`src/rtl/input_vc_buffer_pkg.sv`:
```
// Shared router constants for the input VC buffer: flit layout, flit type
// encodings and the read-arbiter state encoding.
package input_vc_buffer_pkg;

    localparam int FLIT_SIZE    = 16;
    localparam int HEADER_LEN   = 2;
    localparam int VC_CLASS_POS = 13;

    localparam logic [HEADER_LEN-1:0] HEAD_FLIT   = 2'b00;
    localparam logic [HEADER_LEN-1:0] BODY_FLIT   = 2'b01;
    localparam logic [HEADER_LEN-1:0] TAIL_FLIT   = 2'b10;
    localparam logic [HEADER_LEN-1:0] SINGLE_FLIT = 2'b11;

    typedef enum logic [1:0] {
        ARB_IDLE  = 2'd0,
        ARB_LOCK0 = 2'd1,
        ARB_LOCK1 = 2'd2
    } arb_state_t;

endpackage

```
`src/rtl/input_vc_buffer_vc_fifo.sv`:
```
// Show-ahead FIFO for one virtual channel. The head entry is always visible
// on head_data; writes to a full FIFO are silently dropped (the caller
// flags the overflow). No write-to-read bypass.
module vc_fifo #(
    parameter int WIDTH = 16,
    parameter int DEPTH = 4,
    localparam int PW   = $clog2(DEPTH),
    localparam int CW   = PW + 1
) (
    input  logic             clk,
    input  logic             rst,
    input  logic             wr_en,
    input  logic [WIDTH-1:0] wr_data,
    input  logic             rd_en,
    output logic [WIDTH-1:0] head_data,
    output logic [CW-1:0]    count
);

    logic [WIDTH-1:0] mem [DEPTH];
    logic [PW-1:0]    wr_ptr;
    logic [PW-1:0]    rd_ptr;
    logic             do_wr;
    logic             do_rd;

    // Fullness/emptiness are judged on the count before the edge, so a
    // write to a full FIFO is dropped even if it is also read this cycle.
    assign do_wr     = wr_en && (count != CW'(DEPTH));
    assign do_rd     = rd_en && (count != '0);
    assign head_data = mem[rd_ptr];

    // Storage array; contents are intentionally not reset.
    always_ff @(posedge clk) begin
        if (do_wr) begin
            mem[wr_ptr] <= wr_data;
        end
    end

    // Pointers wrap naturally; simultaneous push and pop keep the count.
    always_ff @(posedge clk or negedge rst) begin
        if (!rst) begin
            wr_ptr <= '0;
            rd_ptr <= '0;
            count  <= '0;
        end else begin
            if (do_wr) wr_ptr <= wr_ptr + PW'(1);
            if (do_rd) rd_ptr <= rd_ptr + PW'(1);
            count <= count + CW'(do_wr) - CW'(do_rd);
        end
    end

endmodule

```
`src/rtl/input_vc_buffer.sv`:
```
// Per-port input buffer: steers link flits into two VC FIFOs by the head
// flit's VC-class bit, serves whole packets (never interleaved) to route
// computation, and returns a one-cycle credit per dequeued flit.
// Handshake: a flit leaves on every rising edge where flit_valid_out is
// high and stall is low; flit_out/flit_valid_out stay put while stalled.
module input_vc_buffer #(
    parameter int FLIT_SIZE    = input_vc_buffer_pkg::FLIT_SIZE,
    parameter int HEADER_LEN   = input_vc_buffer_pkg::HEADER_LEN,
    parameter int VC_CLASS_POS = input_vc_buffer_pkg::VC_CLASS_POS,
    parameter int DEPTH        = 4,
    parameter int PORT_DIR     = 0
) (
    input  logic                 clk,
    input  logic                 rst,
    input  logic [FLIT_SIZE-1:0] flit_in,
    input  logic                 flit_valid_in,
    input  logic                 stall,
    output logic [FLIT_SIZE-1:0] flit_out,
    output logic                 flit_valid_out,
    output logic [2:0]           dir_in,
    output logic [1:0]           credit_out,
    output logic                 overflow_err
);

    import input_vc_buffer_pkg::*;

    localparam int CW = $clog2(DEPTH) + 1;

    localparam logic [HEADER_LEN-1:0] T_HEAD   = HEADER_LEN'(HEAD_FLIT);
    localparam logic [HEADER_LEN-1:0] T_TAIL   = HEADER_LEN'(TAIL_FLIT);
    localparam logic [HEADER_LEN-1:0] T_SINGLE = HEADER_LEN'(SINGLE_FLIT);

    arb_state_t            state;
    logic                  wr_vc;
    logic                  last_vc;
    logic [HEADER_LEN-1:0] in_type;
    logic                  in_is_head;
    logic                  wr_sel;
    logic [1:0]            wr_req;
    logic [1:0]            rd_en;
    logic [1:0]            empty;
    logic [1:0]            full;
    logic [1:0]            cand;
    logic [FLIT_SIZE-1:0]  head_data [2];
    logic [CW-1:0]         count [2];
    logic                  sel_vc;
    logic                  sel_valid;
    logic                  deq;
    logic [HEADER_LEN-1:0] out_type;

    assign dir_in = 3'(PORT_DIR);

    assign in_type    = flit_in[FLIT_SIZE-1 -: HEADER_LEN];
    assign in_is_head = (in_type == T_HEAD) || (in_type == T_SINGLE);
    assign wr_sel     = in_is_head ? flit_in[VC_CLASS_POS] : wr_vc;
    assign wr_req[0]  = flit_valid_in && !wr_sel;
    assign wr_req[1]  = flit_valid_in &&  wr_sel;

    for (genvar v = 0; v < 2; v++) begin : g_vc
        vc_fifo #(.WIDTH(FLIT_SIZE), .DEPTH(DEPTH)) u_fifo (
            .clk       (clk),
            .rst       (rst),
            .wr_en     (wr_req[v]),
            .wr_data   (flit_in),
            .rd_en     (rd_en[v]),
            .head_data (head_data[v]),
            .count     (count[v])
        );
        assign empty[v] = (count[v] == '0);
        assign full[v]  = (count[v] == CW'(DEPTH));
        // Only a packet start may win arbitration while idle.
        assign cand[v]  = !empty[v] &&
                          ((head_data[v][FLIT_SIZE-1 -: HEADER_LEN] == T_HEAD) ||
                           (head_data[v][FLIT_SIZE-1 -: HEADER_LEN] == T_SINGLE));
    end

    // Read selection: round-robin among packet starts when idle, locked VC otherwise.
    always_comb begin
        sel_vc    = 1'b0;
        sel_valid = 1'b0;
        case (state)
            ARB_IDLE: begin
                if (cand == 2'b11) begin
                    sel_vc    = ~last_vc;
                    sel_valid = 1'b1;
                end else if (cand[1]) begin
                    sel_vc    = 1'b1;
                    sel_valid = 1'b1;
                end else if (cand[0]) begin
                    sel_vc    = 1'b0;
                    sel_valid = 1'b1;
                end
            end
            ARB_LOCK0: begin
                sel_vc    = 1'b0;
                sel_valid = !empty[0];
            end
            ARB_LOCK1: begin
                sel_vc    = 1'b1;
                sel_valid = !empty[1];
            end
            default: begin
                sel_vc    = 1'b0;
                sel_valid = 1'b0;
            end
        endcase
    end

    assign flit_out       = sel_valid ? head_data[sel_vc] : head_data[0];
    assign flit_valid_out = sel_valid;
    assign out_type       = flit_out[FLIT_SIZE-1 -: HEADER_LEN];
    assign deq            = sel_valid && !stall;
    assign rd_en[0]       = deq && !sel_vc;
    assign rd_en[1]       = deq &&  sel_vc;

    // Arbiter FSM: lock onto a VC after its HEAD leaves, release after TAIL.
    always_ff @(posedge clk or negedge rst) begin
        if (!rst) begin
            state   <= ARB_IDLE;
            last_vc <= 1'b0;
        end else if (deq) begin
            case (state)
                ARB_IDLE: begin
                    if (out_type == T_HEAD) begin
                        state   <= sel_vc ? ARB_LOCK1 : ARB_LOCK0;
                        last_vc <= sel_vc;
                    end else if (out_type == T_SINGLE) begin
                        last_vc <= sel_vc;
                    end
                end
                ARB_LOCK0, ARB_LOCK1: begin
                    if (out_type == T_TAIL) state <= ARB_IDLE;
                end
                default: state <= ARB_IDLE;
            endcase
        end
    end

    // Write-side VC tracking, credit pulses and sticky overflow flag.
    always_ff @(posedge clk or negedge rst) begin
        if (!rst) begin
            wr_vc        <= 1'b0;
            credit_out   <= 2'b00;
            overflow_err <= 1'b0;
        end else begin
            if (flit_valid_in && in_is_head) wr_vc <= flit_in[VC_CLASS_POS];
            credit_out <= rd_en;
            if (|(wr_req & full)) overflow_err <= 1'b1;
        end
    end

endmodule

```
`config.mk`:
```
export PLATFORM = sky130hd
export DESIGN_NAME = input_vc_buffer
export DESIGN_NICKNAME = d
export VERILOG_FILES = /design/src/rtl/input_vc_buffer_pkg.sv /design/src/rtl/input_vc_buffer_vc_fifo.sv /design/src/rtl/input_vc_buffer.sv
export SDC_FILE = /design/constraint.sdc
export NUM_CORES = 1
export LEC_CHECK = 0
export CAP_MARGIN = 20
export CORE_MARGIN = 1.5
export CORE_UTILIZATION = 50
export CTS_CLUSTER_DIAMETER = 120
export DETAILED_ROUTE_END_ITERATION = 7
export PLACE_DENSITY_LB_ADDON = 0.05
export SLEW_MARGIN = 15
export SYNTH_ARGS = -nofsm -noshare
export SYNTH_HDL_FRONTEND = slang
export SYNTH_SLANG_ARGS = --single-unit
```
`constraint.sdc`:
```
create_clock -name clk -period 4.3 [get_ports clk]
set_input_delay 0.86 -clock clk [delete_from_list [all_inputs] [get_ports clk]]
set_output_delay 0.86 -clock clk [all_outputs]
set_load 0.05 [all_outputs]
```
# Yosys cells after proc, flatten, opt, wreduce, memory -nomap -nowiden
# Memory sizes are Yosys's and may differ from the RTL's.
# Cells that the tools add are included.
# W data, S select, Z words.
[word_totals] inputBits=20 ff_bits=21 ram_bits=128 n_memories=2
[op_classes] reduce_logical=34 order_cmp=1 n_mux=22 bitwise_logic=3 eq_ne=14 addsub=8
[mem_list] name="g_vc[0].u_fifo.mem" words=4 word_bits=16 rd=1 rd_clocked_by_memory_dff=0 wr=1 line="input_vc_buffer_vc_fifo.sv:19" source="logic [WIDTH-1:0] mem [DEPTH];"
[mem_list] name="g_vc[1].u_fifo.mem" words=4 word_bits=16 rd=1 rd_clocked_by_memory_dff=0 wr=1 line="input_vc_buffer_vc_fifo.sv:19"
[ops] op="$mux W16" n=4
[ops] op="$eq A2 B2 Y1 const B" n=7
[ops] op="$logic_and A1 B1 Y1" n=12
[ops] op="$mux W1" n=12
[ops] op="$logic_not A2 Y1" n=5
[ops] op="$add A2 B1 Y2 const B" n=4
[ops] op="$add A3 B1 Y3" n=2
[ops] op="$eq A3 B3 Y1 const B" n=2
[ops] op="$logic_not A3 Y1" n=2
[ops] op="$mux W2" n=3
[ops] op="$ne A3 B3 Y1 const B" n=2
[ops] op="$reduce_and A3 Y1" n=2
[ops] op="$reduce_bool A3 Y1" n=2
[ops] op="$sub A3 B1 Y3" n=2
[ops] op="$logic_not A1 Y1" n=5
[ops] op="$ne A2 B2 Y1 const B" n=2
[ops] op="$pmux W2 S2" n=1
[ops] op="$reduce_or A2 Y1" n=2
[ops] op="$logic_or A1 B1 Y1" n=3
[ops] op="$pmux W1 S3" n=1
[ops] op="$and A2 B2 Y2" n=1
[ops] op="$eq A2 B1 Y1 const B" n=1
[ops] op="$ge A2 B2 Y1 const B" n=1
[ops] op="$not A1 Y2" n=1
[ops] op="other kinds (3)" n=3

# Depth between registers and ports, before layout
# Gate-level depths: netlist of the first run.
# An unclocked memory read counts as a cell.
[logic_depth] word_depth=15 ltp_mapped=14 ltp_nobuf=13

# By module
# A second synthesis of the first run with hierarchy kept.
[hier_totals] hier_cells=332 hier_area_um2=6501.2
[by_module_without_submodules] module="vc_fifo" cells_each=123 n_inst=2 area_each_um2=2808.9 seq_area_each_um2=2097.0
[by_module_without_submodules] module="input_vc_buffer" cells_each=86 n_inst=1 area_each_um2=883.3 seq_area_each_um2=175.2

# Worst setup path after synthesis of the first run
# OpenSTA, ideal clock, no wires.
[synth_timing] kind="flip-flop to flip-flop" startpoint="reg g_vc[0].u_fifo.rd_ptr[0]" endpoint="reg state[0]" synth_period_minus_slack_ps=3422 t_required_ps=4199 n_path_buf=2 t_arrival_ps=3321 slack_ps=878 setup_time_ps=101 stages_incl_launch_ff=13 cell_sequence="dfrtp_1 -> buf_6 -> mux4_2 -> xor2_1 -> o2111ai_1 -> a21oi_1 -> buf_2 -> mux2_1 -> inv_1 -> ha_1 -> inv_1 -> a221o_1 -> o311ai_2"
[synth_between] elab_chain_cells=15
[synth_rtl] element="start, declared" line="input_vc_buffer_vc_fifo.sv:21" source="logic [PW-1:0] rd_ptr;"
[synth_rtl] element="start signal, assigned" line="input_vc_buffer_vc_fifo.sv:46" source="if (do_rd) rd_ptr <= rd_ptr + PW'(1);"
[synth_rtl] element="$mem_v2 Z4 W16 *"
[synth_rtl] element="$eq A2 B2 Y1 / $logic_not A2 Y1 (equally long branches)" line="input_vc_buffer.sv:74, input_vc_buffer.sv:73"
[synth_rtl] element="$logic_or A1 B1 Y1" line="input_vc_buffer.sv:73" source="((head_data[v][FLIT_SIZE-1 -: HEADER_LEN] == T_HEAD) ||"
[synth_rtl] element="$logic_and A1 B1 Y1" line="input_vc_buffer.sv:72" source="assign cand[v] = !empty[v] &&"
[synth_rtl] element="$eq A2 B2 Y1" line="input_vc_buffer.sv:83" source="if (cand == 2'b11) begin"
[synth_rtl] element="$mux W1" line="input_vc_buffer.sv:83"
[synth_rtl] element="$pmux W1 S2" line="input_vc_buffer.sv:81" source="case (state)"
[synth_rtl] element="$not A1 Y2 (not written as such)" line="input_vc_buffer.sv:109" source="assign flit_out = sel_valid ? head_data[sel_vc] : head_data[0];"
[synth_rtl] element="$mux W16 (not written as such) (3 in a row)" line="input_vc_buffer.sv:109"
[synth_rtl] element="$mux W16 *" line="input_vc_buffer.sv:109"
[synth_rtl] element="net flit_out[14]" line="input_vc_buffer.sv:18" source="output logic [FLIT_SIZE-1:0] flit_out,"
[synth_rtl] element="$eq A2 B2 Y1 / $logic_not A2 Y1 (equally long branches)" line="input_vc_buffer.sv:132, input_vc_buffer.sv:124"
[synth_rtl] element="$ne A2 B2 Y1 (no source line)"
[synth_rtl] element="$reduce_and A3 Y1 (no source line) *"
[synth_rtl] element="end signal, assigned" line="input_vc_buffer.sv:125" source="state <= sel_vc ? ARB_LOCK1 : ARB_LOCK0;"
[synth_rtl] element="end, declared" line="input_vc_buffer.sv:33" source="arb_state_t state;"
# Mark *: on every way through the listed nets, which the timed path passes. The rest lies on a longest branch. The select of a mux whose other input is x is not followed.
# A chain may end at the register's enable or synchronous reset.

# Final worst setup path of the first run
[layout_timing] startpoint="reg g_vc[0].u_fifo.rd_ptr[0]" endpoint="out flit_out[14]"
[layout_between] elab_chain_cells=12
[layout_rtl] element="$mem_v2 Z4 W16 *"
[layout_rtl] element="$eq A2 B2 Y1 / $logic_not A2 Y1 (equally long branches)" line="input_vc_buffer.sv:74, input_vc_buffer.sv:73"
[layout_rtl] element="$logic_or A1 B1 Y1" line="input_vc_buffer.sv:73"
[layout_rtl] element="$logic_and A1 B1 Y1" line="input_vc_buffer.sv:72"
[layout_rtl] element="$eq A2 B2 Y1" line="input_vc_buffer.sv:83"
[layout_rtl] element="$mux W1" line="input_vc_buffer.sv:83"
[layout_rtl] element="$pmux W1 S2" line="input_vc_buffer.sv:81"
[layout_rtl] element="$not A1 Y2 (not written as such)" line="input_vc_buffer.sv:109"
[layout_rtl] element="$mux W16 (not written as such) (3 in a row)" line="input_vc_buffer.sv:109"
[layout_rtl] element="$mux W16 *" line="input_vc_buffer.sv:109"
[layout_rtl] element="end, declared" line="input_vc_buffer.sv:18"
# Mark *: on every way between the ends. The rest lies on a longest branch, timed or not. The select of a mux whose other input is x is not followed.

==> impl_metrics.toml, run 1 <==
[setup_path]
reg2reg_depth = 13
crit_fanout = 11
crit_start = "g_vc[0].u_fifo.rd_ptr[0]"
reg2reg_from = "g_vc[0].u_fifo.rd_ptr[0]"
worstSetupStartpointType = "flop"
cp.required_ns = 3.44
crit_arrival_ns = 3.02
worstSetupEndpoint = "flit_out[14]"
path_class = "flop to output port"
end_kind = "output port"
r2r_setup_slack_ns = 0.77
r2r_end = "g_vc[1].u_fifo.count[2]"

[finish]
post-route-util_pct = 61.6
final_common_cell = "edfxtp_1"
num-nets-final = 427
drive_gt1_share_pct = 28.9
fin_cells = 569
n_antenna_cell = 0
fill_cells = 913
syn2layout_area_growth_pct = 18.9
layout_common_cells = "128 x edfxtp_1, 32 x buf_4, 27 x mux4_2"

[synth]
avgSynthCellArea_um2 = 19.1
ys_async_sr_fraction_pct = 14.1
synth.largest_area_cell = "edfxtp_1"
syn_area_mm2 = 0.00628
synth-edff-count = 128
yosys.cell_types.count = 46
yosys_warnings = 0
ys_top_cells_by_area = "edfxtp_1 61%, mux4_2 9.7%, dfrtp_1 8.4%"
synth.top_cell.area_share_pct = 61.2
syn_inst = 329
ys_seq_area_share_pct = 69.6
synth-seq-cells = 149
synthFlopType = "edfxtp_1"

[die]
core_area_mm2 = 0.0121
ioPinCount = 43
die_width_um = 115
row_count = 40
die_area_mm2 = 0.0132
die_height_um = 115
start_util_pct = 51.8

[routing]
routed.top_layer = "met4"
drtIter0Drc = 167
wl_met3_um = 376
dr_wl_met2_mm = 6.10
wl_met1_mm = 4.96
post_drt_via_cell_ratio = 5.36
dr_total_vias = 3049
ant_nets = 0
detail_route.wl_per_cell_um = 20.3
drt-total-wl_mm = 11.5
drc_errors = 0
firstDrtPassIters = 4

[clocking]
cts_resized = 0
cts-root-buf = "clkbuf_16"
cts-buffers-inserted = 17
clk_pin_slew_ns = 0.06
cts_hold_buf = 0
cts_tree = "yes"
h-tree-depth = 4
clk_latency_ns = 0.42
cts_buffer_depth = 2
clock-sinks = 149
postCtsSetupBuffers = 0

[global_route]
grt-ovfl-total = 0
grt_start_max_net_pins = 22
grt_pass1_vias = 3227
grt_usage_pct = 19.9
antenna_found_initial = 0
grt_pass1_wl_mm = 18.5

[place]
numPortBuffers = 39
dp.final_hpwl_mm = 7.16
place_congestion = 0.731
dp_cells = 537
place_ws_ns = 0.784

[pwr]
power_density_mw_per_mm2 = 525
leakagePower_uw = 0.00264
vdd_drop_max_mv = 0.359

[run_status]
outcome = "completed"

[timing]
hold_viol_final = 0
fin_skew_ns = 0.00575
min_period_over_period_pct = 90.3
tightestPinTransition_ns = 0.530
max_freq_mhz = 257
fin_tns_setup_ns = 0
whs_ns = 0.414
finalSetupViolCount = 0
setup_ws_ns = 0.416
slew_viol_final = 0
rsz0062_at_grt = "false"
layout_min_cycle_time_ns = 3.88
max_slew_margin_pct = 64.5

[job]
drv_cap = 0

[worst_hold_path]
worst_hold_path_type = "input port to async pin"
-- routing by layer --
| metal | GRT usage, % | vias to the layer above |
|---|---|---|
| li1 | - | 1412 |
| met1 | 25.5 | 1579 |
| met2 | 33.5 | 48 |
| met3 | 5.27 | 10 |
| met4 | 6.67 | 0 |
| met5 | 0 | - |
-- kinds of logic after synthesis --
kind of cell             count (synthesis)  share of synthesized area, %
AO/OA/AOI/OAI                           23                          3.29
XOR/XNOR                                13                          1.93
adder cells (fa/ha/maj)                 19                          4.03
buffers and inverters                   33                          2.47
flip-flops                             149                          69.6
multiplexers                            51                          15.2
other                                    1                        0.0598
AND/OR/NAND/NOR                         40                          3.43
-- stage by stage --
step	total power, µW	area, µm²
after global routing	4110	7460
after CTS	3970	7460
final	3920	7460
after floorplan	2280	6280
after global placement	2490	6870
after detailed placement	2500	6870
-- layout make-up --
class	instances	area, µm²	share of cell area [%]
clock inverters	15	173	2.31
inverters	17	63.8	0.855
well taps	168	210	2.82
clock buffers	17	425	5.70
multi-input cells	149	1760	23.6
repair buffers	54	455	6.11
flip-flops and latches	149	4370	58.6
-- flip-flops by register name, indices dropped and copies added (netlist names) --
| name | flops |
|---|---|
| g_vc.u_fifo.count | 6 |
| g_vc.u_fifo.mem | 128 |
| state | 2 |
| g_vc.u_fifo.wr_ptr | 4 |
| last_vc | 1 |
| g_vc.u_fifo.rd_ptr | 4 |
| wr_vc | 1 |
| credit_out | 2 |
| overflow_err | 1 |
-- Yosys cell counts (all sizes together) (2+ instances only) --
cell,n
nand4,2
a2111oi,2
nand2,11
o311ai,2
o21ai,4
xor2,5
and2,9
fa,2
nand3,2
o211ai,2
inv,17
dfrtp,21
clkbuf,7
or3,2
a21oi,3
buf,9
a21o,2
edfxtp,128
xnor2,8
and3b,2
nor2,7
mux4,32
mux2,18
ha,17
-- worst min-delay path by stage --
| stage | startpoint | end | cells after the start |
|---|---|---|---|
| 3_5_place_dp | overflow_err | overflow_err | 1 |
| 5_1_grt | rst | g_vc[1].u_fifo.wr_ptr[0] | 1 |
| 6_report | rst | overflow_err | 1 |
| 4_1_cts | overflow_err | overflow_err | 1 |
| 2_1_floorplan | g_vc[1].u_fifo.count[2] | g_vc[1].u_fifo.count[2] | 1 |
| 3_3_place_gp | overflow_err | overflow_err | 1 |
-- report_power, final --
group,total [µW],leakage (µW),internal (µW),switching [µW]
clock,1460,0.000281,868,593
sequential,1850,0.00141,1780,75.5
combinational,604,0.000945,231,373
total,3920,0.00264,2880,1040
-- critical path: stages, from the launching register on --
cell       delay [ns]
dfrtp_1          0.44
mux4_2           0.57
xor2_1           0.34
a2bb2oi_1        0.37
a21oi_2          0.11
buf_4            0.20
mux2_1           0.37
buf_4            0.21
Power figures use the tool's default switching activity.
==> run 2, diff against run 1 <==
--- a/config.mk
+++ b/config.mk
@@ -5,11 +5,13 @@
 export SDC_FILE = /design/constraint.sdc
 export NUM_CORES = 1
 export LEC_CHECK = 0
+export ABC_CLOCK_PERIOD_IN_PS = 4300
 export CAP_MARGIN = 20
 export CORE_MARGIN = 1.5
 export CORE_UTILIZATION = 50
 export CTS_CLUSTER_DIAMETER = 120
 export DETAILED_ROUTE_END_ITERATION = 7
+export GPL_TIMING_DRIVEN = 0
 export PLACE_DENSITY_LB_ADDON = 0.05
 export SLEW_MARGIN = 15
 export SYNTH_ARGS = -nofsm -noshare
==> run 2 against run 1 <==
Register-to-register slack about the same; clock-buffer cell count rose by 5; total power increased by 2.9%; critical endpoint is now flit_out[4]; design area up 1.3%; combinational power down 1%; hold slack improved by 0.048 ns; maximum frequency shrank 5.3%; sequential power is essentially flat; global-route usage barely moved.
==> impl_metrics.toml, run 2 (same netlist as run 1, synthesis figures left out) <==
[routing]
drtIter0Drc = 213
drt-total-wl_mm = 11.9
post_drt_via_cell_ratio = 5.41
drc_errors = 0
detail_route.wl_per_cell_um = 20.8
ant_nets = 0
dr_total_vias = 3092
firstDrtPassIters = 4

[global_route]
grt_pass1_vias = 3166
grt_pass1_wl_mm = 18.3
grt_start_max_net_pins = 22
grt_usage_pct = 20.0
grt-ovfl-total = 0
antenna_found_initial = 0

[setup_path]
crit_arrival_ns = 3.24
reg2reg_from = "g_vc[0].u_fifo.rd_ptr[0]"
worstSetupStartpointType = "flop"
crit_start = "g_vc[0].u_fifo.rd_ptr[0]"
crit_fanout = 10
cp.required_ns = 3.44
end_kind = "output port"
path_class = "flop to output port"

[timing]
tightestPinTransition_ns = 1.07
layout_min_cycle_time_ns = 4.10
slew_viol_final = 0
fin_skew_ns = 0.00727
finalSetupViolCount = 0
fin_tns_setup_ns = 0
rsz0062_at_grt = "true"
min_period_over_period_pct = 95.4
hold_viol_final = 0
max_freq_mhz = 244
max_slew_margin_pct = 28.8

[pwr]
leakagePower_uw = 0.00267
vdd_drop_max_mv = 0.502
power_density_mw_per_mm2 = 534

[worst_hold_path]
hold_path.startpoint = "overflow_err"
worst_hold_path_type = "flop to flop"

[clocking]
clk_pin_slew_ns = 0.06
cts-root-buf = "clkbuf_16"
h-tree-depth = 4
clk_latency_ns = 0.41
cts-buffers-inserted = 17
clock-sinks = 149
cts_buffer_depth = 2
cts_tree = "yes"
postCtsSetupBuffers = 0

[die]
core_area_mm2 = 0.0121
die_height_um = 115
row_count = 40
die_area_mm2 = 0.0132
start_util_pct = 51.8
die_width_um = 115
ioPinCount = 43

[finish]
design_area_mm2 = 0.00756
syn2layout_area_growth_pct = 20.4
fill_cells = 893
num-nets-final = 430
n_antenna_cell = 0
final_common_cell = "edfxtp_1"
layout_common_cells = "128 x edfxtp_1, 27 x mux4_2, 23 x clkdlybuf4s50_1"
drive_gt1_share_pct = 24.3
top_register = "g_vc.u_fifo.mem"
reg_top3 = "g_vc.u_fifo.mem x128, g_vc.u_fifo.count x6"
largest_reg_flops = 128

[place]
dp.final_hpwl_mm = 7.06
place_congestion = 0.815
numPortBuffers = 39
place_area_mm2 = 0.00688

[job]
drv_cap = 0

[run_status]
outcome = "completed"
[run 2: changes by cell type in the layout (fill, tap and decap cells not counted), sizes merged]
cell           before  now
clkbuf             17   34
bufinv              2    4
buf                33   11
clkinvlp            4    1
inv                21   19
clkinv              5    3
clkdlybuf4s50      21   23
dlygate4sd2         0   11
[run 2: through the flow]
step           worst slack [ns]  total power [µW]  hold WS [ns]  util [%]  instances
2_1_floorplan             0.878              2280         0.460         -        331
3_3_place_gp              0.139              2470         0.444      56.8        538
3_5_place_dp              0.192              2490         0.448      56.8        538
4_1_cts                  0.0167              4050         0.462      62.0        570
5_1_grt               -0.000956              4210         0.487      62.4        572
6_report                  0.197              4030         0.463      62.4        572
[run 2: area by class of cell]
class / instances / area, µm² / share of cell area [%]
sequential: 149 / 4370 / 57.8
inverter: 17 / 63.8 / 0.845
buffer: 15 / 92.6 / 1.23
multi-input combinational: 149 / 1770 / 23.4
tap: 168 / 210 / 2.78
clock inverter: 10 / 170 / 2.25
timing repair buffer: 42 / 409 / 5.41
clock buffer: 22 / 474 / 6.28
[run 2: power breakdown]
| group | switching [µW] | internal, µW | leakage [µW] | total [µW] |
|---|---|---|---|---|
| Clock | 557 | 1020 | 0.000313 | 1580 |
| Combinational | 372 | 226 | 0.000948 | 598 |
| Sequential | 73.2 | 1780 | 0.00141 | 1850 |
[run 2: per-layer routing]
metal / track usage, % / up-vias / share of wire (%)
li1: - / 1417 / -
met1: 26.9 / 1596 / 45
met2: 31.5 / 64 / 51
met5: 0 / - / 0
met3: 5.54 / 15 / 3.2
met4: 7.16 / 0 / 1.3
[run 2: worst max-delay path, cell delays in order, from the launching register on]
cell and delay, ns:
dfrtp_1 0.34, buf_6 0.17, mux4_2 0.58, xor2_2 0.28, o2111ai_1 0.18, a21oi_1 0.21, clkbuf_4 0.27, mux2_2 0.36
dlygate4sd2_1 0.42
[run 2: final timing paths]
path | end | slack, ns | depth (start not counted)
max in group asynchronous | g_vc[1].u_fifo.rd_ptr[0] | 3.10 | 2
worst max register to register | g_vc[1].u_fifo.count[2] | 0.76 | 14
min in group asynchronous | g_vc[1].u_fifo.wr_ptr[0] | 0.75 | 1
worst max-delay path | flit_out[4] | 0.20 | 8
worst min-delay path | overflow_err | 0.46 | 1
worst min register to register | overflow_err | 0.46 | 1
[run 2: timing repair]
item,4_1_cts,5_1_grt
endpoints found under the setup margin,16,16
resized for setup,16,14
hold buffers,0,0
==> run 3, diff against run 2 <==
--- a/config.mk
+++ b/config.mk
@@ -9,7 +9,6 @@
 export CAP_MARGIN = 20
 export CORE_MARGIN = 1.5
 export CORE_UTILIZATION = 50
-export CTS_CLUSTER_DIAMETER = 120
 export DETAILED_ROUTE_END_ITERATION = 7
 export GPL_TIMING_DRIVEN = 0
 export PLACE_DENSITY_LB_ADDON = 0.05
==> constraint.sdc (replaced) <==
create_clock -name clk -period 4.3 [get_ports clk]
set_input_delay 0.86 -clock clk [delete_from_list [all_inputs] [get_ports clk]]
set_output_delay 0.86 -clock clk [all_outputs]
set_load 0.02 [all_outputs]
==> run 3 against run 2 <==
Sequential power about the same; die area unchanged; hold slack about the same; critical endpoint unchanged.
==> impl_metrics.toml, run 3 (same netlist as run 1, synthesis figures left out) <==
[routing]
ant_nets = 0
drt-total-wl_mm = 11.9
detail_route.wl_per_cell_um = 20.8
drtIter0Drc = 233
drc_errors = 0
firstDrtPassIters = 4
dr_total_vias = 3071
post_drt_via_cell_ratio = 5.37

[run_status]
outcome = "completed"

[finish]
final_common_cell = "edfxtp_1"
largest_reg_flops = 128
multi_input_area_mm2 = 0.00179
reg_top3 = "g_vc.u_fifo.mem x128, g_vc.u_fifo.count x6"
drive_gt1_share_pct = 23.3
top_register = "g_vc.u_fifo.mem"
regArea_mm2 = 0.00437
syn2layout_area_growth_pct = 22.1
num-nets-final = 430
fill_cells = 875
n_antenna_cell = 0
layout_common_cells = "128 x edfxtp_1, 27 x mux4_2, 25 x clkdlybuf4s50_1"
design_area_mm2 = 0.00766
fin_cells = 572

[clocking]
clock-sinks = 149
postCtsSetupBuffers = 0
clk_pin_slew_ns = 0.06
cts_hold_buf = 0
cts_buffer_depth = 2
cts-buffers-inserted = 17
cts_tree = "yes"
cts-root-buf = "clkbuf_16"
clk_latency_ns = 0.41
h-tree-depth = 4

[timing]
min_period_over_period_pct = 96.2
finalSetupViolCount = 0
tightestPinTransition_ns = 1.05
fin_skew_ns = 0.00725
fin_tns_setup_ns = 0
hold_viol_final = 0
max_freq_mhz = 242
setup_ws_ns = 0.165
max_slew_margin_pct = 30.2
layout_min_cycle_time_ns = 4.14
slew_viol_final = 0

[pwr]
power_density_mw_per_mm2 = 521
finalPower_uw = 3990
leakagePower_uw = 0.00279
vdd_drop_max_mv = 0.493

[setup_path]
end_kind = "output port"
r2r_end = "g_vc[0].u_fifo.count[2]"
path_class = "flop to output port"
worstSetupStartpointType = "flop"
crit_fanout = 10
crit_arrival_ns = 3.28
cp.required_ns = 3.44
reg2reg_depth = 12
r2r_setup_slack_ns = 0.78
reg2reg_from = "g_vc[0].u_fifo.rd_ptr[0]"

[worst_hold_path]
hold_path_depth = 1
hold_path.startpoint = "overflow_err"
worst_hold_path_type = "flop to flop"
hold-path-endpoint = "overflow_err"

[global_route]
grt_pass1_wl_mm = 18.2
grt_start_max_net_pins = 22
grt_pass1_vias = 3164
antenna_found_initial = 0
grt-ovfl-total = 0
grt_usage_pct = 19.9

[die]
start_util_pct = 51.8
core_area_mm2 = 0.0121
die_width_um = 115
die_area_mm2 = 0.0132
ioPinCount = 43
die_height_um = 115
row_count = 40

[place]
numPortBuffers = 39
place_congestion = 0.815
place_ws_ns = 0.253
dp_cells = 538
dp.final_hpwl_mm = 7.06
place_area_mm2 = 0.00688

[job]
drv_cap = 0
[run 3: stage by stage]
step / utilization, % / hold WS [ns]
6_report: 63.3 / 0.462
5_1_grt: 63.3 / 0.487
4_1_cts: 62.2 / 0.462
3_5_place_dp: 56.8 / 0.448
3_3_place_gp: 56.8 / 0.444
2_1_floorplan: - / 0.460
[run 3: area by class of cell]
class | instances | share of cell area (%)
Multi-Input combinational cell | 149 | 23.4
Tap cell | 168 | 2.74
Timing Repair Buffer | 42 | 6.30
Sequential cell | 149 | 57.0
Clock inverter | 10 | 2.22
Inverter | 17 | 0.833
Clock buffer | 22 | 6.19
Buffer | 15 | 1.31
[run 3: worst max path at each step]
stage,slack [ns],cells past startpoint,endpoint,startpoint
after CTS,-0.01,8,flit_out[14],g_vc[0].u_fifo.rd_ptr[0]
after detailed placement,0.25,6,g_vc[0].u_fifo.mem[1][11],flit_in[15]
after global placement,0.30,8,flit_out[8],g_vc[1].u_fifo.rd_ptr[1]
after global routing,-0.01,8,flit_out[4],g_vc[0].u_fifo.rd_ptr[0]
final,0.16,8,flit_out[4],g_vc[0].u_fifo.rd_ptr[0]
after floorplan,1.03,12,state[0],g_vc[0].u_fifo.rd_ptr[0]
[run 3: critical path, cell delays in order (launching register included)]
cell and delay, ns:
dfrtp_1 0.34, buf_6 0.17, mux4_2 0.61, xor2_4 0.24
o2111ai_1 0.19, a21oi_2 0.22, buf_6 0.19, mux2_2 0.35
clkdlybuf4s50_1 0.54
[run 3: where the power goes]
group	switching [µW]	internal (µW)
clock network	556	1020
registers	73.2	1780
logic	315	241
total	944	3050
[run 3: what timing repair did]
item                                    CTS  global route
endpoints found under the setup margin   16            16
gates cloned                              0             0
resized for setup                         1            23
[run 3: metal layers]
metal / GRT usage (%) / vias to the layer above / share of wire, %
li1: - / 1416 / -
met1: 26.9 / 1565 / 43
met2: 31.5 / 75 / 50
met3: 5.54 / 15 / 5.2
met4: 7.16 / 0 / 1.5
met5: 0 / - / 0
